File: src/rtl/tdm_pkg.sv
// Shared definitions for the TDM link: receiver FSM states and default frame width.
package tdm_pkg;

    // Receiver sequencing states
    typedef enum logic {
        HUNT = 1'b0,
        RUN  = 1'b1
    } state_t;

    // Default number of slots (bits) per frame
    localparam int unsigned DEFAULT_WIDTH = 8;

endpackage

File: src/rtl/slot_counter.sv
// Mod-WIDTH slot counter driving the mux select.
//   clk, rst_n : clock, async active-low reset
//   en         : advance one slot (wraps WIDTH-1 -> 0)
//   load1      : synchronous load to slot 1 (frame_start handling), wins over en
//   cnt        : current slot index (registered)
//   last_c     : combinational flag, cnt == WIDTH-1
module slot_counter
    import tdm_pkg::*;
#(
    parameter int unsigned WIDTH = DEFAULT_WIDTH,
    localparam int unsigned SEL_W = $clog2(WIDTH)
) (
    input  logic             clk,
    input  logic             rst_n,
    input  logic             en,
    input  logic             load1,
    output logic [SEL_W-1:0] cnt,
    output logic             last_c
);

    assign last_c = (cnt == SEL_W'(WIDTH - 1));

    // Slot register: load-to-1 restarts a frame whose slot 0 is being consumed now
    always_ff @(posedge clk or negedge rst_n) begin
        if (!rst_n) begin
            cnt <= '0;
        end else if (load1) begin
            cnt <= SEL_W'(1);
        end else if (en) begin
            cnt <= last_c ? '0 : cnt + SEL_W'(1);
        end
    end

endmodule

File: src/rtl/tdm_demux8x1.sv
// TDM demultiplexer / deserializer: receive end of the 8:1 mux link.
// Samples din once per en-qualified slot, places it at bit position sel of a
// hidden holding register and publishes the completed word on dout.
//   clk, rst_n   : clock, async active-low reset
//   en           : slot strobe
//   frame_start  : marks the current en-qualified bit as slot 0
//   din          : serial bit from the mux
//   sel          : slot index of the next bit to be sampled (drives mux SEL)
//   dout         : last complete word, bit k = slot k
//   dout_valid   : one-cycle pulse when dout updates
//   frame_err    : one-cycle pulse when frame_start arrives mid-frame
//   locked       : high while in RUN
module tdm_demux8x1
    import tdm_pkg::*;
#(
    parameter int unsigned WIDTH = DEFAULT_WIDTH,
    localparam int unsigned SEL_W = $clog2(WIDTH)
) (
    input  logic             clk,
    input  logic             rst_n,
    input  logic             en,
    input  logic             frame_start,
    input  logic             din,
    output logic [SEL_W-1:0] sel,
    output logic [WIDTH-1:0] dout,
    output logic             dout_valid,
    output logic             frame_err,
    output logic             locked
);

    state_t           state_q;
    state_t           state_d;
    logic [WIDTH-1:0] hold_q;
    logic [WIDTH-1:0] hold_d;
    logic [WIDTH-1:0] dout_d;
    logic             dout_valid_d;
    logic             frame_err_d;
    logic             locked_d;
    logic             cnt_en_c;
    logic             cnt_load_c;
    logic             last_c;

    // Slot sequencing
    slot_counter #(
        .WIDTH (WIDTH)
    ) u_slot_counter (
        .clk    (clk),
        .rst_n  (rst_n),
        .en     (cnt_en_c),
        .load1  (cnt_load_c),
        .cnt    (sel),
        .last_c (last_c)
    );

    // State, holding register and output registers
    always_ff @(posedge clk or negedge rst_n) begin
        if (!rst_n) begin
            state_q    <= HUNT;
            hold_q     <= '0;
            dout       <= '0;
            dout_valid <= 1'b0;
            frame_err  <= 1'b0;
            locked     <= 1'b0;
        end else begin
            state_q    <= state_d;
            hold_q     <= hold_d;
            dout       <= dout_d;
            dout_valid <= dout_valid_d;
            frame_err  <= frame_err_d;
            locked     <= locked_d;
        end
    end

    // Next-state, slot routing and output decode
    always_comb begin
        state_d      = state_q;
        hold_d       = hold_q;
        dout_d       = dout;
        dout_valid_d = 1'b0;
        frame_err_d  = 1'b0;
        cnt_en_c     = 1'b0;
        cnt_load_c   = 1'b0;

        unique case (state_q)
            HUNT: begin
                // Ignore traffic until a framed slot 0 is seen
                if (en && frame_start) begin
                    hold_d     = '0;
                    hold_d[0]  = din;
                    cnt_load_c = 1'b1;
                    state_d    = RUN;
                end
            end
            RUN: begin
                if (en) begin
                    if (frame_start && (sel != '0)) begin
                        // Misaligned restart: drop the partial frame, this bit is slot 0
                        frame_err_d = 1'b1;
                        hold_d      = '0;
                        hold_d[0]   = din;
                        cnt_load_c  = 1'b1;
                    end else begin
                        hold_d[sel] = din;
                        cnt_en_c    = 1'b1;
                        if (last_c) begin
                            // Final slot bypasses hold so dout is complete on this edge
                            dout_d       = {din, hold_q[WIDTH-2:0]};
                            dout_valid_d = 1'b1;
                        end
                    end
                end
            end
            default: begin
                state_d = HUNT;
            end
        endcase

        locked_d = (state_d == RUN);
    end

endmodule

File: config.mk
export PLATFORM = sky130hd
export DESIGN_NAME = tdm_demux8x1
export DESIGN_NICKNAME = d
export VERILOG_FILES = /design/src/rtl/tdm_pkg.sv /design/src/rtl/slot_counter.sv /design/src/rtl/tdm_demux8x1.sv
export SDC_FILE = /design/constraint.sdc
export NUM_CORES = 1
export LEC_CHECK = 0
export ABC_CLOCK_PERIOD_IN_PS = 3200
export CAP_MARGIN = 25
export CORE_MARGIN = 2
export CORE_UTILIZATION = 55
export CTS_CLUSTER_DIAMETER = 40
export DETAILED_ROUTE_END_ITERATION = 8
export GPL_TIMING_DRIVEN = 0
export PLACE_DENSITY = 0.85
export SLEW_MARGIN = 40
export SYNTH_ARGS = -nofsm -noshare
export SYNTH_HDL_FRONTEND = slang
export SYNTH_HIERARCHICAL = 1
export SYNTH_SLANG_ARGS = --single-unit
File: constraint.sdc
create_clock -name clk -period 3.2 [get_ports clk]
set_clock_uncertainty 0.15 [all_clocks]
set_input_delay 0.64 -clock clk [delete_from_list [all_inputs] [get_ports clk]]
set_output_delay 0.64 -clock clk [all_outputs]
set_load 0.02 [all_outputs]
==> flow_metrics.py, run 1 <==
metrics = {
    "outcome": {
        "run_status": "finished clean",
    },
    "setup_path": {
        "critPathMaxStageDelay_ps": 660,
        "crit_arrival_ps": 1480,
        "critical_path_class": "reg -> out",
        "reg2reg_slack_ps": 1260,
        "critical_path.reg2reg.startpoint": "u_slot_counter/cnt[0]$_DFFE_PN0P_",
        "rr_endpoint": "u_slot_counter/cnt[0]$_DFFE_PN0P_",
        "worstRegToRegCells": 5,
        "crit_path_max_fanout": 6,
        "end_kind": "primary output",
        "start_kind": "flop",
        "crit_family": "buffers and inverters",
        "critPathRequiredTime_ps": 2410,
        "timing.critical_path.cells": "clkdlybuf4s50_1",
        "timing.critical_path.buf_inv": 1,
        "critPathSlowestCell": "sky130_fd_sc_hd__clkdlybuf4s50_1",
    },
    "synth": {
        "post_synth_and_or_nand_nor_area_fraction_pct": 16.0,
        "yosys_register_bits": 21,
        "synth_compound_area_share_pct": 11.6,
        "synth.cell_area_mm2": 0.00109,
        "syn-num-nets": 94,
        "synth-seq-area-share_pct": 48.4,
        "synth.mux.area_fraction_pct": 16.7,
        "synth-adder-area-share_pct": 2.30,
        "synth_area_per_cell_um2": 12.5,
        "yosys.area_share.xor_xnor_pct": 0,
        "synthDistinctLibCells": 29,
        "synthesis.instances": 87,
        "synth_top_area_cell": "sky130_fd_sc_hd__dfrtp_1",
        "synth_top_family_by_area": "multiplexers",
        "post_synth_main_area_contributors": "sky130_fd_sc_hd__dfrtp_1, sky130_fd_sc_hd__mux2_4, sky130_fd_sc_hd__mux2i_1",
        "yosysWarningCount": 6,
        "yosysTopAreaCellShare_pct": 48.4,
    },
    "floorplanning": {
        "area_of_the_die_mm2": 0.00235,
        "floorplan.core_area_mm2": 0.00190,
        "io-pin-count": 19,
        "num_rows": 16,
        "die-width_um": 48.4,
        "initial_utilization_pct": 57.1,
        "die_y_um": 48.4,
    },
    "route": {
        "routedWlPerCell_um": 15.6,
        "routed_via_density": 5.70,
        "detailroute.via_count": 769,
        "routed_wirelength_mm": 2.10,
        "firstDrtPassIters": 4,
        "dr.first_iter.drc_count": 8,
        "postRouteAntennaNets": 0,
        "post-route-drc-count": 0,
    },
    "sta": {
        "fin_crit_ps": 2270,
        "maxSlewHeadroom_pct": 69.4,
        "hold_viol_final": 0,
        "worst-slew-pin-transition_ps": 459,
        "report.final.setup_viol": 0,
        "grt_setup_unrepaired": "false",
        "finalCritPeriodShare_pct": 71.0,
        "drv_slew": 0,
        "final.setup.tns_ps": 0,
        "max_clock_freq_ghz": 0.440,
    },
    "cts": {
        "cts.sink_count": 21,
        "clockRootBuffer": "sky130_fd_sc_hd__clkbuf_4",
        "post_cts_buffers": 0,
        "cts_htree_levels": 1,
        "cts_tree": "done",
        "clk-insertion-delay-late_ps": 310,
        "cts_clk_pin_slew_worst_paths_ps": 110,
        "cts_buffers": 3,
        "ctsHoldBuffers": 0,
        "cts.path.max_buffers": 2,
        "cts_repair_resize_count": 0,
    },
    "placement": {
        "gpl.final_weighted_congestion": 0.746,
        "dp.final_hpwl_mm": 1.51,
        "buffer_ports.inserted": 17,
    },
    "global_route": {
        "grt_antenna_before_repair": 0,
        "grt_pass1_vias": 785,
        "grt_pass1_wl_mm": 3.56,
        "grt_start_max_net_pins": 22,
        "gr-usage-all-layers_pct": 19.6,
        "global_route.overflow_total": 0,
    },
    "pwr": {
        "ir_worst_vdd_v": 0.000461,
        "power_per_cell_area_mw_per_mm2": 731,
        "totalPowerFinal_uw": 960,
        "leakage_uw": 0.000592,
    },
    "worst_hold_path": {
        "hold_path_class": "in -> async",
    },
    "layout": {
        "layout-drive-gt1-share_pct": 18.5,
        "filler_cell_count": 146,
        "layout.nets": 116,
        "area_growth_pct": 20.9,
        "final_cell_mix": "sky130_fd_sc_hd__dfrtp_1, sky130_fd_sc_hd__clkdlybuf4s50_1, sky130_fd_sc_hd__mux2_4",
        "antenna_cells_inserted": 0,
        "mostFrequentLayoutCell": "sky130_fd_sc_hd__dfrtp_1",
    },
    "flow_run": {
        "drv.max_cap_violation_count": 0,
    },
}
-- stage by stage --
step | utilization (%) | setup slack (ps) | cell area, um^2 | hold slack [ps] | instances
6_report | 69.0 | 927 | 1310 | 115 | 135
5_1_grt | 69.0 | 886 | 1310 | 134 | 135
4_1_cts | 69.0 | 917 | 1310 | 131 | 135
3_5_place_dp | 67.6 | 797 | 1280 | 347 | 131
3_3_place_gp | 67.8 | 824 | 1290 | 335 | 131
2_1_floorplan | - | 1320 | 1090 | 194 | 87
-- registers in the layout, indices dropped and copies added (netlist names) --
name                count
dout                    8
dout_valid              1
frame_err               1
hold_q                  7
state_q                 1
u_slot_counter/cnt      3
-- per-layer routing --
layer / share of wire [%] / GRT usage (%)
met5: 0 / 0
met4: 2.4 / 10.0
met3: 4.0 / 2.78
met2: 50 / 34.3
met1: 44 / 23.7
-- cells in the mapped netlist (all sizes together) --
library cell,n
a211o,1
a32o,1
and3,1
and3b,2
and4,1
buf,3
clkbuf,3
dfrtp,21
ha,2
inv,1
mux2,9
mux2i,5
nand2,4
nand2b,1
nand3b,1
nand4b,1
nor2,5
nor2b,4
nor3,1
nor3b,5
nor4b,1
o211a,2
o21ai,8
o2bb2ai,3
o31ai,1
-- how the worst max path moves through the flow --
| stage | startpoint | cells after the start | slack (ps) | to |
|---|---|---|---|---|
| finish | u_slot_counter/cnt[2]$_DFFE_PN0P_ | 1 | 930 | sel[2] |
| global route | u_slot_counter/cnt[2]$_DFFE_PN0P_ | 1 | 890 | sel[2] |
| CTS | u_slot_counter/cnt[2]$_DFFE_PN0P_ | 1 | 920 | sel[2] |
| detailed placement | frame_start | 5 | 800 | dout[5]$_DFFE_PN0P_ |
| global placement | frame_start | 5 | 820 | dout[1]$_DFFE_PN0P_ |
| floorplan | u_slot_counter/cnt[0]$_DFFE_PN0P_ | 5 | 1320 | dout[0]$_DFFE_PN0P_ |
-- power breakdown --
group	switching (uW)	internal, uW
Sequential	54.8	336
Clock	78.6	46.8
Combinational	217	226
Total	350	610
-- logic make-up after synthesis --
logic type	count (synthesis)
adders and majority gates	2
DFF	21
and+or+nand+nor	27
AOI/OAI and AO/OA	16
buffers and inverters	7
muxes	14
-- area by class of cell --
class                      instances  area (um^2)  share of cell area (%)
sequential                        21          526                    40.0
multi-input combinational         59          507                    38.6
timing repair buffer              17          165                    12.6
buffer                             6         50.0                    3.81
tap                               27         33.8                    2.57
clock buffer                       3         22.5                    1.72
clock inverter                     1         5.00                   0.381
inverter                           1         3.75                   0.286
Note: power is estimated with default switching activity, not from simulation.
==> inputs of run 2 (changes only) <==
- ABC_CLOCK_PERIOD_IN_PS: 3200 -> 2070
- CORE_UTILIZATION: 55 -> 46
- PLACE_DENSITY: 0.85 -> 0.76
- clock period: 3.2 -> 2.07 ns (I/O delays scaled with it)
==> run 2 against run 1 <==
Against the previous run: sequential share of layout area fell by 0.28 points; register-to-register slack got worse by 1100 ps; utilization fell by 9.1 points; clock power rose by 62%; via count fell by 0.91%; global-route usage fell by 2.3 points; sequential power rose by 54%; largest cell class unchanged.
==> flow_metrics.py, run 2 (synthesized netlist as in run 1, its figures left out) <==
metrics = {
    "outcome": {
        "run_status": "finished clean",
    },
    "sta": {
        "layout_setup_ws_ps": 111,
        "max_clock_freq_ghz": 0.510,
        "hold_viol_final": 0,
        "final.setup.tns_ps": 0,
        "fin_crit_ps": 1960,
        "grt_setup_unrepaired": "false",
        "finalCritPeriodShare_pct": 94.6,
        "drv_slew": 0,
        "maxSlewHeadroom_pct": 69.4,
        "report.final.setup_viol": 0,
        "worst-slew-pin-transition_ps": 459,
    },
    "setup_path": {
        "worst-path-stages": 1,
        "critPathMaxStageDelay_ps": 630,
        "worstSetupEndpoint": "sel[2]",
        "start_kind": "flop",
        "critPathRequiredTime_ps": 1510,
        "setup.worst_path.start": "u_slot_counter/cnt[2]$_DFFE_PN0P_",
        "rr_endpoint": "u_slot_counter/cnt[0]$_DFFE_PN0P_",
        "timing.critical_path.cells": "clkdlybuf4s50_1",
        "reg2reg_slack_ps": 140,
        "critPathSlowestCell": "sky130_fd_sc_hd__clkdlybuf4s50_1",
        "end_kind": "primary output",
        "crit_path_max_fanout": 6,
        "timing.critical_path.buf_inv": 1,
        "crit_arrival_ps": 1400,
        "worstRegToRegCells": 5,
        "critical_path_class": "reg -> out",
        "critical_path.reg2reg.startpoint": "u_slot_counter/cnt[0]$_DFFE_PN0P_",
        "crit_family": "buffers and inverters",
    },
    "floorplanning": {
        "area_of_the_die_mm2": 0.00277,
        "die-width_um": 52.6,
        "io-pin-count": 19,
        "initial_utilization_pct": 49.1,
        "floorplan.core_area_mm2": 0.00221,
        "die_y_um": 52.6,
        "num_rows": 17,
    },
    "cts": {
        "cts_tree": "done",
        "cts.sink_count": 21,
        "clockRootBuffer": "sky130_fd_sc_hd__clkbuf_4",
        "clk-insertion-delay-late_ps": 310,
        "cts_buffers": 3,
        "cts_htree_levels": 1,
        "post_cts_buffers": 0,
        "cts_clk_pin_slew_worst_paths_ps": 110,
        "cts.path.max_buffers": 2,
    },
    "global_route": {
        "global_route.overflow_total": 0,
        "grt_pass1_vias": 766,
        "grt_start_max_net_pins": 22,
        "gr-usage-all-layers_pct": 17.4,
        "grt_antenna_before_repair": 0,
        "grt_pass1_wl_mm": 3.40,
    },
    "worst_hold_path": {
        "hold_path_class": "reg -> reg",
    },
    "pwr": {
        "totalPowerFinal_uw": 1490,
        "ir_worst_vdd_v": 0.000672,
        "leakage_uw": 0.000595,
        "power_per_cell_area_mw_per_mm2": 1120,
    },
    "placement": {
        "buffer_ports.inserted": 17,
        "post_dp_cell_area_mm2": 0.00129,
        "dp.final_hpwl_mm": 1.41,
        "gpl.final_weighted_congestion": 0.733,
        "post-place-ws_ps": -97.5,
    },
    "route": {
        "routed_wirelength_mm": 2.03,
        "routed_via_density": 5.56,
        "detailroute.via_count": 762,
        "dr.first_iter.drc_count": 19,
        "postRouteAntennaNets": 0,
        "firstDrtPassIters": 4,
        "post-route-drc-count": 0,
        "routedWlPerCell_um": 14.8,
    },
    "layout": {
        "final_cell_mix": "sky130_fd_sc_hd__dfrtp_1, sky130_fd_sc_hd__clkdlybuf4s50_1, sky130_fd_sc_hd__mux2_4",
        "flip_flop_count_of_the_largest_register_after_layout": 8,
        "final-seq-area_um2": 527,
        "multi_input_area_um2": 507,
        "final_area_mm2": 0.00133,
        "layout-drive-gt1-share_pct": 19.3,
        "reg.largest.list": "dout (8), hold_q (7), u_slot_counter/cnt (3)",
        "top_register": "dout",
        "layout.nets": 117,
        "antenna_cells_inserted": 0,
        "filler_cell_count": 190,
        "area_growth_pct": 22.0,
        "mostFrequentLayoutCell": "sky130_fd_sc_hd__dfrtp_1",
    },
    "flow_run": {
        "drv.max_cap_violation_count": 0,
    },
}
-- run 2: where the power goes --
part	internal [uW]	total, uW	switching [uW]
clock	72.3	202	130
combinational	351	682	331
sequential	521	602	81.6
-- run 2: through the flow --
step	util, %	hold WS, ps	std cells
floorplan	-	-31.6	87
global placement	58.4	335	132
CTS	59.8	372	137
global route	59.9	390	137
finish	59.9	368	137
detailed placement	58.1	247	132
-- run 2: repair_timing --
action / in CTS / in global routing
resized for setup: 0 / 1
hold endpoints to repair: 21 / 0
hold buffers: 1 / 0
endpoints found under the setup margin: 0 / 1
-- run 2: how the worst min path moves through the flow --
stage                                     start                  end  depth (start not counted)
after detailed placement                  rst_n  dout[4]$_DFFE_PN0P_                          1
after global placement    hold_q[0]$_DFFE_PN0P_  dout[0]$_DFFE_PN0P_                          1
after CTS                 hold_q[2]$_DFFE_PN0P_  dout[2]$_DFFE_PN0P_                          1
after floorplan                           rst_n  dout[0]$_DFFE_PN0P_                          0
after global routing        dout[7]$_DFFE_PN0P_  dout[7]$_DFFE_PN0P_                          1
final                     hold_q[2]$_DFFE_PN0P_  dout[2]$_DFFE_PN0P_                          1
-- run 2: cell type report --
| cell class | count | area share (%) |
|---|---|---|
| Sequential cell | 21 | 39.8 |
| Clock buffer | 3 | 1.70 |
| Timing Repair Buffer | 18 | 13.2 |
| Clock inverter | 1 | 0.378 |
| Buffer | 6 | 3.78 |
| Multi-Input combinational cell | 59 | 38.2 |
| Tap cell | 28 | 2.64 |
| Inverter | 1 | 0.283 |
-- run 2: metal layers --
layer  track usage [%]  vias up  wire length (um)
met1              23.2      379               940
met3              3.71        5                78
li1                  -      359                 -
met5                 0        -                 0
met4              9.83        0                42
met2              25.8       19               966
